[config.mk]
export PLATFORM = sky130hd
export DESIGN_NAME = uart_rx_stream
export DESIGN_NICKNAME = d
export VERILOG_FILES = /design/src/rtl/uart_pkg.sv /design/src/rtl/byte_fifo.sv /design/src/rtl/uart_rx_stream.sv
export SDC_FILE = /design/constraint.sdc
export NUM_CORES = 1
export LEC_CHECK = 0
export ABC_CLOCK_PERIOD_IN_PS = 3160
export BUFFER_PORTS_ARGS = -buffer_cell sky130_fd_sc_hd__buf_4
export CORE_UTILIZATION = 59
export CTS_BUF_LIST = sky130_fd_sc_hd__clkbuf_4
export DETAILED_ROUTE_END_ITERATION = 8
export PLACE_DENSITY = 0.83
export SLEW_MARGIN = 20
export SYNTH_ARGS = -nofsm -noshare
export SYNTH_HDL_FRONTEND = slang
export SYNTH_HIERARCHICAL = 1
export SYNTH_SLANG_ARGS = --single-unit
[constraint.sdc]
create_clock -name clk -period 3.16 [get_ports clk]
set_input_delay 0.948 -clock clk [delete_from_list [all_inputs] [get_ports clk]]
set_output_delay 0.948 -clock clk [all_outputs]
set_load 0.1 [all_outputs]
[src/rtl/uart_pkg.sv]
// Shared 8N1 UART definitions for the BIOS serial RX/TX blocks.
package uart_pkg;
  typedef enum logic [2:0] {RX_HUNT, RX_IDLE, RX_START, RX_DATA, RX_STOP} uart_rx_state_t;

  localparam int UART_DATA_BITS = 8;
  localparam int UART_STOP_BITS = 1;
endpackage

[src/rtl/byte_fifo.sv]
// Small synchronous FIFO; a push into a full FIFO is taken only when a pop frees a slot that cycle.
module byte_fifo #(
  parameter int WIDTH = 8,
  parameter int DEPTH = 4
) (
  input  logic                   clk,
  input  logic                   rst,
  input  logic                   i_push,
  input  logic [WIDTH-1:0]       i_push_data,
  output logic                   o_full,
  input  logic                   i_pop,
  output logic [WIDTH-1:0]       o_head,
  output logic                   o_valid,
  output logic [$clog2(DEPTH):0] o_count
);
  localparam int AW = $clog2(DEPTH);

  logic [WIDTH-1:0] r_mem [DEPTH];
  logic [AW-1:0]    r_wr, r_rd;
  logic [AW:0]      r_count;
  logic             w_pop, w_push;

  assign o_valid = (r_count != '0);
  assign o_full  = (r_count == (AW+1)'(DEPTH));
  assign w_pop   = i_pop & o_valid;
  assign w_push  = i_push & (~o_full | w_pop);
  assign o_head  = o_valid ? r_mem[r_rd] : '0;
  assign o_count = r_count;

  always_ff @(posedge clk) begin
    if (rst) begin
      r_wr    <= '0;
      r_rd    <= '0;
      r_count <= '0;
    end else begin
      if (w_push) r_wr <= r_wr + AW'(1);
      if (w_pop)  r_rd <= r_rd + AW'(1);
      r_count <= r_count + {{AW{1'b0}}, w_push} - {{AW{1'b0}}, w_pop};
    end
  end

  always_ff @(posedge clk) begin
    if (w_push) r_mem[r_wr] <= i_push_data;
  end
endmodule

[src/rtl/uart_rx_stream.sv]
// 8N1 UART receiver feeding a byte FIFO with valid/ready output and sticky error flags.
module uart_rx_stream
  import uart_pkg::*;
#(
  parameter int CLKS_PER_BIT = 868,
  parameter int FIFO_DEPTH   = 4
) (
  input  logic       clk,
  input  logic       rst,
  input  logic       i_rx,
  output logic [7:0] o_data,
  output logic       o_valid,
  input  logic       i_ready,
  output logic       o_frame_err,
  output logic       o_overrun,
  input  logic       i_clear_err,
  output logic       o_busy
);
  localparam int CW = $clog2(CLKS_PER_BIT) + 1;
  localparam int H  = CLKS_PER_BIT / 2;

  uart_rx_state_t r_state, w_state_nxt;
  logic [CW-1:0]  r_cnt, w_cnt_nxt;
  logic [2:0]     r_bit, w_bit_nxt;
  logic [7:0]     r_shift, w_shift_nxt;
  logic           r_sync1, r_sync2, w_rxs;
  logic           r_push, w_push_nxt, w_ferr_evt;
  logic           r_frame_err, r_overrun;
  logic           w_pop, w_full, w_ovr_evt, w_unused;
  logic [$clog2(FIFO_DEPTH):0] w_count;

  assign w_rxs = r_sync2;

  always_comb begin
    w_state_nxt = r_state;
    w_cnt_nxt   = r_cnt + CW'(1);
    w_bit_nxt   = r_bit;
    w_shift_nxt = r_shift;
    w_push_nxt  = 1'b0;
    w_ferr_evt  = 1'b0;
    case (r_state)
      RX_HUNT: begin
        if (!w_rxs) begin
          w_cnt_nxt = '0;
        end else if (r_cnt == CW'(CLKS_PER_BIT - 1)) begin
          w_cnt_nxt   = '0;
          w_state_nxt = RX_IDLE;
        end
      end
      RX_IDLE: begin
        w_cnt_nxt = '0;
        if (!w_rxs) w_state_nxt = RX_START;
      end
      RX_START: begin
        if (r_cnt == CW'(H - 1)) begin
          w_cnt_nxt   = '0;
          w_bit_nxt   = '0;
          w_state_nxt = w_rxs ? RX_IDLE : RX_DATA;
        end
      end
      RX_DATA: begin
        if (r_cnt == CW'(CLKS_PER_BIT - 1)) begin
          w_cnt_nxt   = '0;
          w_shift_nxt = {w_rxs, r_shift[7:1]};
          w_bit_nxt   = r_bit + 3'd1;
          if (r_bit == 3'(UART_DATA_BITS - 1)) w_state_nxt = RX_STOP;
        end
      end
      RX_STOP: begin
        if (r_cnt == CW'(CLKS_PER_BIT - 1)) begin
          w_cnt_nxt = '0;
          if (w_rxs) begin
            w_push_nxt  = 1'b1;
            w_state_nxt = RX_IDLE;
          end else begin
            w_ferr_evt  = 1'b1;
            w_state_nxt = RX_HUNT;
          end
        end
      end
      default: begin
        w_cnt_nxt   = '0;
        w_state_nxt = RX_HUNT;
      end
    endcase
  end

  always_ff @(posedge clk) begin
    if (rst) begin
      r_state <= RX_HUNT;
      r_cnt   <= '0;
      r_bit   <= '0;
      r_shift <= '0;
      r_sync1 <= 1'b1;
      r_sync2 <= 1'b1;
      r_push  <= 1'b0;
    end else begin
      r_state <= w_state_nxt;
      r_cnt   <= w_cnt_nxt;
      r_bit   <= w_bit_nxt;
      r_shift <= w_shift_nxt;
      r_sync1 <= i_rx;
      r_sync2 <= r_sync1;
      r_push  <= w_push_nxt;
    end
  end

  // r_shift holds the finished byte while r_push is high (it only moves in RX_DATA)
  assign w_pop     = o_valid & i_ready;
  assign w_ovr_evt = r_push & w_full & ~w_pop;

  byte_fifo #(.WIDTH(8), .DEPTH(FIFO_DEPTH)) u_fifo (
    .clk        (clk),
    .rst        (rst),
    .i_push     (r_push),
    .i_push_data(r_shift),
    .o_full     (w_full),
    .i_pop      (w_pop),
    .o_head     (o_data),
    .o_valid    (o_valid),
    .o_count    (w_count)
  );

  // occupancy is not needed by the receiver itself
  assign w_unused = &{1'b0, w_count};

  always_ff @(posedge clk) begin
    if (rst) begin
      r_frame_err <= 1'b0;
      r_overrun   <= 1'b0;
    end else begin
      r_frame_err <= w_ferr_evt | (r_frame_err & ~i_clear_err);
      r_overrun   <= w_ovr_evt  | (r_overrun   & ~i_clear_err);
    end
  end

  assign o_frame_err = r_frame_err;
  assign o_overrun   = r_overrun;
  assign o_busy      = (r_state != RX_IDLE);
endmodule

# == After elaboration in Yosys (flattened, before gate mapping) ==
# Memories as Yosys holds them, arrays and structs flattened. A register that Yosys moved wholly into a read port is not among the register bits.
# Index checks and enable logic that the tools add are counted.
# word_totals
regBits,37
mem_bits_rw,32
in_bits,5
output_inout_bits,12
wordCells,84
memories,1
# mem_list
memory,depth,width,read_ports,rd_clocked_by_memory_dff,write_ports,line,rtl
u_fifo.r_mem,4,8,1,1,1,byte_fifo.sv:18,logic [WIDTH-1:0] r_mem [DEPTH];
# op_classes
addsub,6
eq_ne,16
muxes,26
bitwise,15
reduce_logical,8
# op_table
operator,n
11-bit 2-to-1 mux,3
11-bit one-hot mux with 3 select lines,1
3-bit 2-to-1 mux,9
3-bit one-hot mux with 5 select lines,1
2-bit != test (second input constant),7
11-bit by 1-bit adder with 11-bit output (second input constant),1
11-bit by 10-bit == test with 1-bit output (second input constant),1
11-bit by 9-bit == test with 1-bit output (second input constant),1
3-bit == test (second input constant),3
8-bit 2-to-1 mux,1
1-bit bitwise AND,7
1-bit 2-to-1 mux,7
7-bit AND reduction,1
3-bit by 2-bit == test with 1-bit output (second input constant),2
2-bit 2-to-1 mux,3
3-bit one-hot mux with 2 select lines,1
1-bit NOT,5
2-bit by 1-bit adder with 2-bit output (second input constant),2
3-bit by 1-bit adder with 3-bit output,1
3-bit by 1-bit adder with 3-bit output (second input constant),1
3-bit by 1-bit == test with 1-bit output (second input constant),1
3-bit zero test,1
3-bit by 1-bit != test with 1-bit output (second input constant),1
1-bit bitwise OR,3
other kinds (7),7

# == Logic depth before layout (Yosys ltp) ==
# depth
ltp_word,7
mapped_depth,13
mapped_depth_nobuf,12

# == Hierarchy ==
# The synthesis kept the hierarchy.
# modules_own_cells
module,instances,cells_per_inst,area_each_um2
byte_fifo,1,101,1704.1
uart_rx_stream,1,159,1472.7

# == Worst setup path after synthesis ==
# No wires, ideal clock.
# synth_path
path_kind,reg-to-output
from,reg with a tool-made name
to,out o_data[0]
arrival_time_ns,2.096
setup_slack_ns,0.116
path_stages_with_launch,4
path_cell_list,dfxtp_1 buf_6 mux4_2 nor2b_1
# synth_lines
element,line,rtl
end: declaration,uart_rx_stream.sv:11,"output logic [7:0] o_data,"

==> results.yml <==
route:
  wl_per_cell_um: 14.14
  drtAntennaViolNets: 0
  vias_per_cell: 5.489
  drt-initial-drc-count: 72
  drc: 0
  drt-pass1-iter-count: 5
  dr_total_vias: 1932
  drt_wl_total_um: 4976
final_layout:
  fin_cells: 352
  diodes: 0
  n_fill_cell: 395
  drive_above_1_share_pct: 19.86
  multiInputGateArea_um2: 1325
  seqCellArea_um2: 1742
  area_delta_synth_final_pct: 9.767
  final_nets: 292
pwr:
  ir_worst_vdd_v: 0.0003683
  total_power_uw: 1836
  p_leak_uw: 0.001194
  p_per_area_nw_per_um2: 526.6
global_route:
  track_usage_pct: 19.81
  grt.overflow.total: 0
  grt_pass1_vias: 1776
  grt_max_degree: 32
  grt_pass1_wl_um: 8100
  antenna_found_initial: 0
clock_tree:
  cts_root_buf: "clkbuf_4"
  cts_tree: "done"
  htree_levels: 3
  cts_buffer_depth: 2
  clkTransAtPathRegs_ns: 0.12
  worstSkewPairLatency_ns: 0.41
  cts_buffers: 9
  cts_setup_buffers: 0
  holdBufCountCts: 0
  cts_resized: 0
  clock_sinks: 71
worst_setup_path:
  start_kind: "flip-flop"
  critPathBufInv: 1
  arrival_ns: 2.05
  critPathMaxStageDelay_ns: 0.67
  cp.required_ns: 2.21
  crit_family: "flip-flops"
  cp-end-kind: "output port"
  crit_type: "flip-flop to output port"
  slowest_stage: "dfxtp_1"
  path_max_fanout: 8
  path_cells: "mux4_2 > nor2b_1 > buf_4"
timing:
  fin_setup_tns_ns: 0
  worst_pin_slew_ns: 0.8374
  setup_viol: 0
  slew_viol_final: 0
  period_needed_ns: 2.993
  rsz0062_at_grt: "false"
  maxSlewHeadroom_pct: 43.94
  finalCritPeriodShare_pct: 94.72
  finalHoldViolations: 0
  fmax_mhz: 334.1
  skew_ns: 0.01367
logic_synthesis:
  syn_inst: 260
  synth_flop_cell: "dfxtp_1"
  ys_warn_count: 6
  synth-edff-count: 32
  ys_seq_area_share_pct: 54.82
  synth-seq-cells: 71
  synth.distinct_cells: 52
  synth_area_um2: 3177
  avgSynthCellArea_um2: 12.22
  async_reset_ff_share_pct: 0
  synth.net_count: 275
status:
  status: "completed"
placed_design:
  dp.cells: 336
  io_buffers: 16
  dp_hpwl_um: 3365
  place_congestion: 0.7945
floorplanning:
  die_area_um2: 5682
  die_h_um: 75.38
  start_util_pct: 61.81
  rows: 26
  ios: 17
  design.core.area_um2: 5140
  die_x_um: 75.38
run:
  maxCapViolCount: 0
worst_hold_path:
  hold_path_class: "flip-flop to flip-flop"
==> per-stage QoR <==
step                area [um^2]  utilization (%)  hold slack, ns  setup WS (ns)
finish                     3487            67.84          0.4183         0.1667
global route               3487            67.84          0.4283        0.01864
CTS                        3487            67.84          0.4219        0.09281
detailed placement         3327            64.73          0.3950         0.4322
global placement           3327            64.73          0.3917         0.4788
floorplan                  3177                -          0.3895         0.1162
==> routing by layer <==
layer,GRT usage [%],wire length (um),vias up
li1,-,-,960
met1,25.13,2229,927
met2,31.65,2515,43
met3,7.540,206,2
met4,6.173,24,0
met5,0,0,-
==> synth_stat cells (2+ instances only) <==
| cell type | instances | share of area (%) |
|---|---|---|
| a211oi_1 | 2 | 0.47 |
| a21oi_1 | 8 | 1.3 |
| a2bb2oi_1 | 2 | 0.55 |
| and2_1 | 6 | 1.2 |
| buf_2 | 3 | 0.47 |
| buf_6 | 3 | 1.1 |
| clkbuf_1 | 4 | 0.47 |
| dfxtp_1 | 39 | 25 |
| edfxtp_1 | 32 | 30 |
| ha_1 | 9 | 3.5 |
| inv_1 | 9 | 1.1 |
| mux2i_1 | 10 | 3.2 |
| mux4_2 | 8 | 5.7 |
| nand2_1 | 12 | 1.4 |
| nand2b_1 | 5 | 0.98 |
| nand3_1 | 3 | 0.47 |
| nand4_1 | 3 | 0.59 |
| nor2_1 | 27 | 3.2 |
| nor2b_1 | 12 | 2.4 |
| nor3_1 | 6 | 0.95 |
| nor3b_1 | 9 | 2.1 |
| nor4b_1 | 2 | 0.55 |
| nor4bb_1 | 2 | 0.63 |
| o21ai_0 | 5 | 0.79 |
| or2_2 | 2 | 0.39 |
| xnor2_1 | 9 | 2.5 |
| xor2_1 | 3 | 0.83 |
==> final timing paths <==
path | to | slack (ns) | cells after the start | from
setup / recovery | o_data[3] | 0.17 | 3 | flip-flop
hold reg to reg | r_sync2 | 0.42 | 1 | r_sync1
setup reg to reg | u_fifo/o_count[2] | 0.59 | 13 | u_fifo/o_count[1]
hold / removal | r_sync2 | 0.42 | 1 | r_sync1
==> cells by family after synthesis <==
family | synth area share, %
AO/OA/AOI/OAI | 6.538
buffers and inverters | 3.465
AND/OR/NAND/NOR | 18.04
flip-flops | 54.82
multiplexers | 9.649
adder cells (fa/ha/maj) | 4.175
XOR/XNOR | 3.309
==> state kept, by name (all words and copies together), names as in the netlist, named ones only <==
| signal | count |
|---|---|
| u_fifo/r_mem | 32 |
| r_cnt | 11 |
| r_shift | 8 |
| r_bit | 3 |
| r_state | 3 |
| u_fifo/o_count | 3 |
| u_fifo/r_rd | 2 |
| u_fifo/r_wr | 2 |
| o_frame_err | 1 |
| o_overrun | 1 |
| r_push | 1 |
| r_sync1 | 1 |
| r_sync2 | 1 |
==> where the power goes <==
group | internal, uW | total (uW) | leakage (uW) | switching [uW]
Sequential | 970 | 1000 | 0.000612 | 30.8
Combinational | 75.9 | 196 | 0.000499 | 121
Clock | 327 | 640 | 0.0000840 | 312
==> final cells by class <==
class / instances / share of cell area [%]
clock buffer: 10 / 2.153
sequential: 71 / 49.95
clock inverter: 6 / 2.440
tap: 70 / 2.512
timing repair buffer: 18 / 3.875
multi-input combinational: 167 / 38.00
inverter: 10 / 1.076
==> worst reg2reg max path, delay by kind of cell, from the launching register on <==
family / cells / cell delay (ns)
AOI/OAI and AO/OA: 2 / 0.38
xor gates and xnor gates: 1 / 0.16
adders and majority gates: 2 / 0.50
buffers and inverters: 4 / 0.38
DFF: 1 / 0.52
and+or+nand+nor: 4 / 0.57
==> placed cells by master, fill, tap and decap left out, types with 2 or more instances in the layout <==
| master | count |
|---|---|
| a211oi_1 | 2 |
| a21oi_1 | 8 |
| a2bb2oi_1 | 2 |
| and2_1 | 6 |
| buf_4 | 18 |
| bufinv_16 | 2 |
| clkbuf_4 | 10 |
| dfxtp_1 | 39 |
| edfxtp_1 | 32 |
| ha_1 | 9 |
| inv_1 | 9 |
| mux2i_1 | 10 |
| mux4_2 | 8 |
| nand2_1 | 12 |
| nand2b_1 | 5 |
| nand3_1 | 3 |
| nand4_1 | 3 |
| nor2_1 | 27 |
| nor2b_1 | 12 |
| nor3_1 | 6 |
| nor3b_1 | 9 |
| nor4b_1 | 2 |
| nor4bb_1 | 2 |
| o21ai_0 | 5 |
| or2_2 | 2 |
| xnor2_1 | 9 |
| xor2_1 | 3 |
Power figures use the tool's default switching activity.
